**src/rtl/bram_arb_pkg.sv**
```systemverilog
// Shared types and constants for the two-port block-memory arbiter.
// Latency: n/a (declarations only).
// Backpressure: n/a (declarations only).
package bram_arb_pkg;

  // Port indices used for request/grant vectors.
  localparam int PORT_A = 0;
  localparam int PORT_B = 1;

  // Byte address to word address shift (32-bit words).
  localparam int WORD_SHIFT = 2;

  // Widest requester bundle carried internally; the top casts its
  // parameterised buses into and out of this shape.
  localparam int REQ_ADDR_W = 32;
  localparam int REQ_DATA_W = 32;

  typedef struct packed {
    logic                  req;
    logic                  we;
    logic [REQ_ADDR_W-1:0] addr;
    logic [REQ_DATA_W-1:0] wdata;
  } req_bundle_t;

  // Which port wins a tie on the next contended cycle.
  typedef enum logic {
    PRIO_A = 1'b0,
    PRIO_B = 1'b1
  } prio_e;

endpackage

```
**src/rtl/rr_arb2.sv**
```systemverilog
// Two-way round-robin arbiter with a registered priority bit.
// Latency: grant is combinational from req in the same cycle.
// Backpressure: a losing requester simply sees no grant and holds its request.
module rr_arb2
  import bram_arb_pkg::*;
#(
  parameter int RESET_PRIO = 0
) (
  input  logic       sys_clk,
  input  logic       sys_rst,
  input  logic [1:0] req,
  output logic [1:0] gnt
);

  localparam prio_e RST_PRIO = (RESET_PRIO == PORT_B) ? PRIO_B : PRIO_A;

  prio_e prio_q;
  prio_e prio_d;

  // Priority register: returns to the configured port on reset.
  always_ff @(posedge sys_clk or posedge sys_rst) begin
    if (sys_rst) begin
      prio_q <= RST_PRIO;
    end else begin
      prio_q <= prio_d;
    end
  end

  // Grant decode and next priority; any grant hands priority to the other port.
  always_comb begin
    gnt    = 2'b00;
    prio_d = prio_q;
    if (!sys_rst) begin
      if (req[PORT_A] && (!req[PORT_B] || (prio_q == PRIO_A))) begin
        gnt[PORT_A] = 1'b1;
        prio_d      = PRIO_B;
      end else if (req[PORT_B]) begin
        gnt[PORT_B] = 1'b1;
        prio_d      = PRIO_A;
      end
    end
  end

endmodule

```
**src/rtl/bram_arbiter.sv**
```systemverilog
// Round-robin sharing of one single-port block memory between ports A and B.
// Latency: grant and memory strobes same cycle; read data valid one cycle after grant.
// Backpressure: requester holds req/we/addr/wdata until gnt; one access per cycle.
// Optional build macro BRAM_ARB_RANGE_CHECK_EN: out-of-range words raise err and are not issued.
module bram_arbiter
  import bram_arb_pkg::*;
#(
  parameter int DATA_W     = 32,
  parameter int ADDR_W     = 32,
  parameter int DEPTH      = 8,
  parameter int RESET_PRIO = 0
) (
  input  logic              sys_clk,
  input  logic              sys_rst,

  input  logic              a_req,
  input  logic              a_we,
  input  logic [ADDR_W-1:0] a_addr,
  input  logic [DATA_W-1:0] a_wdata,
  output logic              a_gnt,
  output logic              a_rvalid,
  output logic [DATA_W-1:0] a_rdata,

  input  logic              b_req,
  input  logic              b_we,
  input  logic [ADDR_W-1:0] b_addr,
  input  logic [DATA_W-1:0] b_wdata,
  output logic              b_gnt,
  output logic              b_rvalid,
  output logic [DATA_W-1:0] b_rdata,

  output logic              mem_wen,
  output logic              mem_ren,
  output logic [ADDR_W-1:0] mem_addr,
  output logic [DATA_W-1:0] mem_datw,
  input  logic [DATA_W-1:0] mem_datr,

  output logic              err
);

  req_bundle_t bus_a;
  req_bundle_t bus_b;
  req_bundle_t sel;
  logic [1:0]  req;
  logic [1:0]  gnt;
  logic        any_gnt;
  logic        oor;
  logic        rd_zero;
  logic        rv_a;
  logic        rv_b;

  // Gather each requester into the shared bundle shape.
  always_comb begin
    bus_a.req   = a_req;
    bus_a.we    = a_we;
    bus_a.addr  = REQ_ADDR_W'(a_addr);
    bus_a.wdata = REQ_DATA_W'(a_wdata);
    bus_b.req   = b_req;
    bus_b.we    = b_we;
    bus_b.addr  = REQ_ADDR_W'(b_addr);
    bus_b.wdata = REQ_DATA_W'(b_wdata);
    req         = 2'b00;
    req[PORT_A] = a_req;
    req[PORT_B] = b_req;
  end

  rr_arb2 #(
    .RESET_PRIO (RESET_PRIO)
  ) u_arb (
    .sys_clk (sys_clk),
    .sys_rst (sys_rst),
    .req     (req),
    .gnt     (gnt)
  );

  assign a_gnt   = gnt[PORT_A];
  assign b_gnt   = gnt[PORT_B];
  assign any_gnt = |gnt;

  // Port mux: B only when B holds the grant; idle cycles show A (don't care).
  always_comb begin
    sel = bus_a;
    if (gnt[PORT_B]) begin
      sel = bus_b;
    end
  end

`ifdef BRAM_ARB_RANGE_CHECK_EN
  // Word index beyond the memory depth: accept the request but do not issue it.
  assign oor = any_gnt && ((sel.addr >> WORD_SHIFT) >= REQ_ADDR_W'(DEPTH));
`else
  assign oor = 1'b0;
`endif

  assign mem_addr = ADDR_W'(sel.addr);
  assign mem_datw = DATA_W'(sel.wdata);
  assign mem_wen  = any_gnt & sel.req &  sel.we & ~oor;
  assign mem_ren  = any_gnt & sel.req & ~sel.we & ~oor;
  assign err      = oor;

  // Read-return strobes: one cycle after a read grant; dropped by reset.
  always_ff @(posedge sys_clk or posedge sys_rst) begin
    if (sys_rst) begin
      rv_a <= 1'b0;
      rv_b <= 1'b0;
    end else begin
      rv_a <= gnt[PORT_A] & ~a_we;
      rv_b <= gnt[PORT_B] & ~b_we;
    end
  end

`ifdef BRAM_ARB_RANGE_CHECK_EN
  // Remember that the returning read was rejected so its data reads as zero.
  always_ff @(posedge sys_clk or posedge sys_rst) begin
    if (sys_rst) begin
      rd_zero <= 1'b0;
    end else begin
      rd_zero <= oor;
    end
  end
`else
  assign rd_zero = 1'b0;
`endif

  assign a_rvalid = rv_a;
  assign b_rvalid = rv_b;
  assign a_rdata  = rd_zero ? '0 : mem_datr;
  assign b_rdata  = rd_zero ? '0 : mem_datr;

endmodule

```
**config.mk**
```make
export PLATFORM = sky130hd
export DESIGN_NAME = bram_arbiter
export DESIGN_NICKNAME = d
export VERILOG_FILES = /design/src/rtl/bram_arb_pkg.sv /design/src/rtl/rr_arb2.sv /design/src/rtl/bram_arbiter.sv
export SDC_FILE = /design/constraint.sdc
export NUM_CORES = 1
export LEC_CHECK = 0
export ABC_AREA = 1
export BUFFER_PORTS_ARGS = -buffer_cell sky130_fd_sc_hd__clkbuf_2
export CAP_MARGIN = 20
export CORE_AREA = 5 5 114 116
export DETAILED_ROUTE_END_ITERATION = 8
export DIE_AREA = 0 0 119 121
export GPL_ROUTABILITY_DRIVEN = 1
export PLACE_DENSITY_LB_ADDON = 0.25
export SYNTH_ARGS = -nofsm -noshare
export SYNTH_HDL_FRONTEND = slang
export SYNTH_HIERARCHICAL = 1
export SYNTH_SLANG_ARGS = --single-unit
```
**constraint.sdc**
```tcl
create_clock -name sys_clk -period 2.74 [get_ports sys_clk]
set_clock_uncertainty 0.15 [all_clocks]
set_input_delay 0.548 -clock sys_clk [delete_from_list [all_inputs] [get_ports sys_clk]]
set_output_delay 0.548 -clock sys_clk [all_outputs]
set_load 0.005 [all_outputs]
```
# After elaboration in Yosys (flattened, before gate mapping)
# Cells that the tools add are included.
[totals]
ram_bits = 0
latch_bits = 0
output_inout_bits = 135
romBits = 0
in_bits = 166
n_memories = 0
ff_bits = 3
word_cells = 26
[op_classes]
addsub = 0
n_shift = 0
n_mul = 0
magnitude_cmp = 0
muxes = 7
n_reduce_logical = 6
div_mod_pow = 0
eq_ne = 0
n_bitwise = 10
[ops]
columns = ["op", "n"]
rows = [
  ["2-to-1 mux 66 bit", 1],
  ["bitwise AND 1 bit", 5],
  ["2-to-1 mux 1 bit", 5],
  ["NOT 1 bit", 5],
  ["2-to-1 mux 2 bit", 1],
  ["AND reduction 2 bit", 1],
  ["nonzero test 2 bit", 1],
  ["OR reduction 2 bit", 1],
  ["logical AND 1 bit", 1],
  ["logical NOT 1 bit", 1],
  ["logical OR 1 bit", 1],
]

# Logic depth before layout (Yosys ltp)
[depth]
word_depth = 8
ltp_mapped = 10
ltp_nobuf = 8

# Cells and area by module
# Netlist, hierarchy kept.
[by_module_without_submodules]
columns = ["module", "cells_each", "n_inst", "seq_area_each_um2", "area_per_inst_um2"]
rows = [
  ["bram_arbiter", 292, 1, 50.0, 1435.1],
  ["rr_arb2", 13, 1, 25.0, 73.8],
]

# Worst setup path after synthesis
# No wires, ideal clock.
[synth_timing]
kind = "input port to output port"
start = "input sys_rst"
end = "output mem_addr[11]"
arrival_time_ns = 1.373
path_stages = 9
required_time_ns = 2.042
path_slack_ns = 0.669
n_path_buf = 3
cell_sequence = "inv_2 nand2_2 nor2_1 buf_4 inv_4 buf_6 buf_4 nand2_1 nand2_1"
[synth_via]
elab_chain_cells = 2
[synth_lines]
columns = ["item", "line", "text"]
rows = [
  ["start: declaration", "bram_arbiter.sv:14", "input logic sys_rst,"],
  ["2-to-1 mux 2 bit", "rr_arb2.sv:33", "if (!sys_rst) begin"],
  ["named net b_gnt", "bram_arbiter.sv:28", "output logic b_gnt,"],
  ["2-to-1 mux 66 bit", "bram_arbiter.sv:83", "if (gnt[PORT_B]) begin"],
  ["end: declaration", "bram_arbiter.sv:34", "output logic [ADDR_W-1:0] mem_addr,"],
]
# The timed path passes the listed nets, and every way through them passes these cells.

# Worst setup path after layout
[layout_timing]
start = "input sys_rst"
end = "output mem_ren"
[layout_via]
elab_chain_cells = 4
elab_cells_between_ends = 6
classes_between = "2 x mux; 3 x bitwise; 1 x reduce/logical"
[layout_lines]
columns = ["item", "line", "text"]
rows = [
  ["2-to-1 mux 2 bit (*)", "rr_arb2.sv:33", ""],
  ["OR reduction 2 bit / 2-to-1 mux 66 bit (equally long branches)", "bram_arbiter.sv:78, bram_arbiter.sv:83", ""],
  ["bitwise AND 1 bit / NOT 1 bit (equally long branches)", "bram_arbiter.sv:98", "assign mem_ren = any_gnt & sel.req & ~sel.we & ~oor;"],
  ["bitwise AND 1 bit (*)", "bram_arbiter.sv:98", ""],
  ["end: declaration", "bram_arbiter.sv:33", "output logic mem_ren,"],
]
# Every way passes the cells marked *; elsewhere a longest branch is shown, timed or not.

==> results.md <==
- Detail Route Antenna Nets: 0
- Antenna Cells: 0
- Buffers plus inverters on the worst setup path: 4
- Reg2reg path depth: 4
- Total wire length: 6.415 mm
- Hold WS: 0.03663 ns
- Rows: 40
- Leakage: 1.589 nW
- DPL Wire Length: 5.665 mm
- Synthesized area: 1509 um2
- Crit path kind: input pin to output port
- Flip-flop and latch area: 75.07 um2
- Number of clock sinks: 3
- Die Y: 121 um
- Largest net degree at the start of global routing: 70
- Number of global-route vias before repair: 2065
- GR Overflow Total: 0
- Design Area, Final: 2260 um2
- Post-synth EDFFs: 0
- YS warnings: 6
- Distinct cell type count after synthesis: 14
- Max VDD drop: 0.1261 mV
- Drt drc: 0
- # setup viols final: 0
- Reg2Reg Launch Point: u_arb/prio_q$_DFFE_PP0P_
- CP Data Required Time: 2.04 ns
- CP max-delay cell: buf_12
- Setup TNS: 0 ns
- Final setup margin: 0.3630 ns
- Die W: 119 um
- Initial DRC count: 32
- First-pass DRT Iterations: 4
- # IOs: 301
- Max Freq: 0.4207 GHz
- Share of cells above drive strength 1: 0.4931
- CP cell instances: clkbuf_2 -> inv_2 -> nand2_2 -> nor2_4 -> buf_12 -> nand2_1 -> nand2_1 -> nand2_1 -> nor2_1 -> clkbuf_2
- Worst reg-to-reg setup slack: 1.56 ns
- Setup crit end kind: output port
- Core area: 11810 um2
- Largest family of logic cells by synthesized area: simple AND/OR/NAND/NOR gates
- Placed cell area: 2181 um2
- Final slew viol count: 0
- Flops & latches, synth: 3
- DR vias: 2129
- Fill count: 1388
- Compound-cell area share of the yosys netlist: 0.003317
- Outcome: completed
- Main flop type after synthesis: dfrtp_1
- Yosys top cell area share: 0.5025
- Post-synth ARST share: 1.000
- Synth top area cells: nand2_1 (50%), buf_4 (35%), dfrtp_1 (5.0%)
- Hold Path Class: input pin to asynchronous set/reset pin
- Count leader, synth: nand2_1
- Die area: 14400 um2
- XOR/XNOR Fraction of Synth Area: 0
- Critical R2R Capture: b_rvalid$_DFF_PP0_
- Syn Area/Cell: 4.947 um2
- Uppermost layer routed: met4
- Delay-heaviest family, CP: buffers and inverters
- Wire length on met3: 1.010 mm
- Top cell type by total area after synthesis: nand2_1
- Gate count after technology mapping: 305
- Post-synthesis sequential area ratio: 0.04975
- Most frequent CP cell: nand2_1
- Area occupied by multi-input gates: 822.0 um2
- Adder-Cell Fraction of Synth Area: 0
- GRT Util Overall: 0.08077
- Max-cap violations: 0
- Final layout net count: 603
- CTS tree: done
- RSZ-0062 raised after global routing: no
- Post-CTS sizing: 0
- Final hold vios: 0
- First-pass GRT wire length: 9.784 mm
- Via/cell ratio: 3.652
- Initial antenna violation count: 0
- H-Tree Level Count: 1
- Post-CTS setup buffer count: 0
- Mapped Nets: 471
- # hold bufs at CTS: 0
- Routed wire per std cell: 11.00 um
- Period utilisation layout: 0.8675
- Crit-path max cell delay: 0.29 ns
- Skew-Pair Late Insertion Delay: 0.22 ns
- Worst-path fanout max: 69
- Startpoint types: input pin
- Wl on met1: 2.101 mm
- GPL Wtd Cong: 0.7530
- Total CTS buffers: 3
- PD cells: 283.5 nW/um2
- Simple-gate share of the synthesized area: 0.5340
- Clock tree root buffer cell: clkbuf_16
- Share of synthesized area spent on multiplexers: 0
- Reg clk slew, reported paths: 0.03 ns
- Clk buf depth: 2
- Layout overhead on the synthesized area: 49.75%
- Tmin final: 2.377 ns
- Most frequent cells after synthesis: nand2_1 (202), buf_4 (71), nor2_1 (8)
- Port Buf Inserts: 203
- Critical path data arrival time: 1.68 ns
- Wire length on met2: 3.207 mm
- Dpl ws: 0.3420 ns
- Initial Utilization: 0.1278
## worst max-delay path by stage
stage / depth (start not counted) / to / slack (ns) / start
after global routing: 10 / mem_wen / 0.19 / sys_rst
after CTS: 10 / mem_ren / 0.34 / sys_rst
after detailed placement: 10 / mem_ren / 0.34 / sys_rst
final: 10 / mem_ren / 0.36 / sys_rst
after floorplan: 9 / mem_addr[11] / 0.67 / sys_rst
after global placement: 10 / mem_ren / 0.34 / sys_rst
## cell type report
| cell class | count | area share |
|---|---|---|
| repair buffers | 207 | 0.4740 |
| multi-input cells | 215 | 0.3638 |
| well taps | 147 | 0.08140 |
| clock buffers | 4 | 0.03488 |
| flip-flops and latches | 3 | 0.03322 |
| inverters | 7 | 0.01274 |
## cells by family after synthesis
group / count (synthesis)
buffers and inverters: 87
other: 1
DFF: 3
AOI/OAI and AO/OA: 1
and+or+nand+nor: 213
## through the flow
stage | power [W] | cells | util
final | 0.0006406 | 583 | 0.1913
after global routing | 0.0007057 | 583 | 0.1913
after CTS | 0.0006582 | 583 | 0.1913
after detailed placement | 0.0004170 | 579 | 0.1846
after global placement | 0.0004174 | 579 | 0.1846
after floorplan | 0.0002821 | 305 | -
## flip-flops by register name (all words and copies together) (netlist names)
register,flops
a_rvalid,1
b_rvalid,1
u_arb/prio_q,1
## layer usage
metal	track usage	up-vias
met3	0.03776	8
li1	-	1090
met4	0.02245	0
met5	0	-
met2	0.1522	182
met1	0.07865	849
## layout by cell type, fill, tap and decap left out
master	netlist	final
clkbuf_2	0	203
nand3_1	1	1
inv_2	1	1
nand2_2	1	1
nand2_1	202	202
dfrtp_1	3	3
nor2_2	1	1
nor2_4	0	1
clkbuf_16	0	3
nor2_1	8	7
o21ai_0	1	1
conb_1	1	1
buf_4	71	2
buf_12	0	2
inv_4	1	1
clkbuf_1	0	1
inv_1	5	5
## where the power goes
part           internal, W  total (W)  switching [W]
Clock             0.000192   0.000233      0.0000409
Combinational     0.000179   0.000356       0.000177
Sequential       0.0000487  0.0000518     0.00000302
Total             0.000419   0.000641       0.000221
No activity file was read; power rests on OpenSTA's default activity.
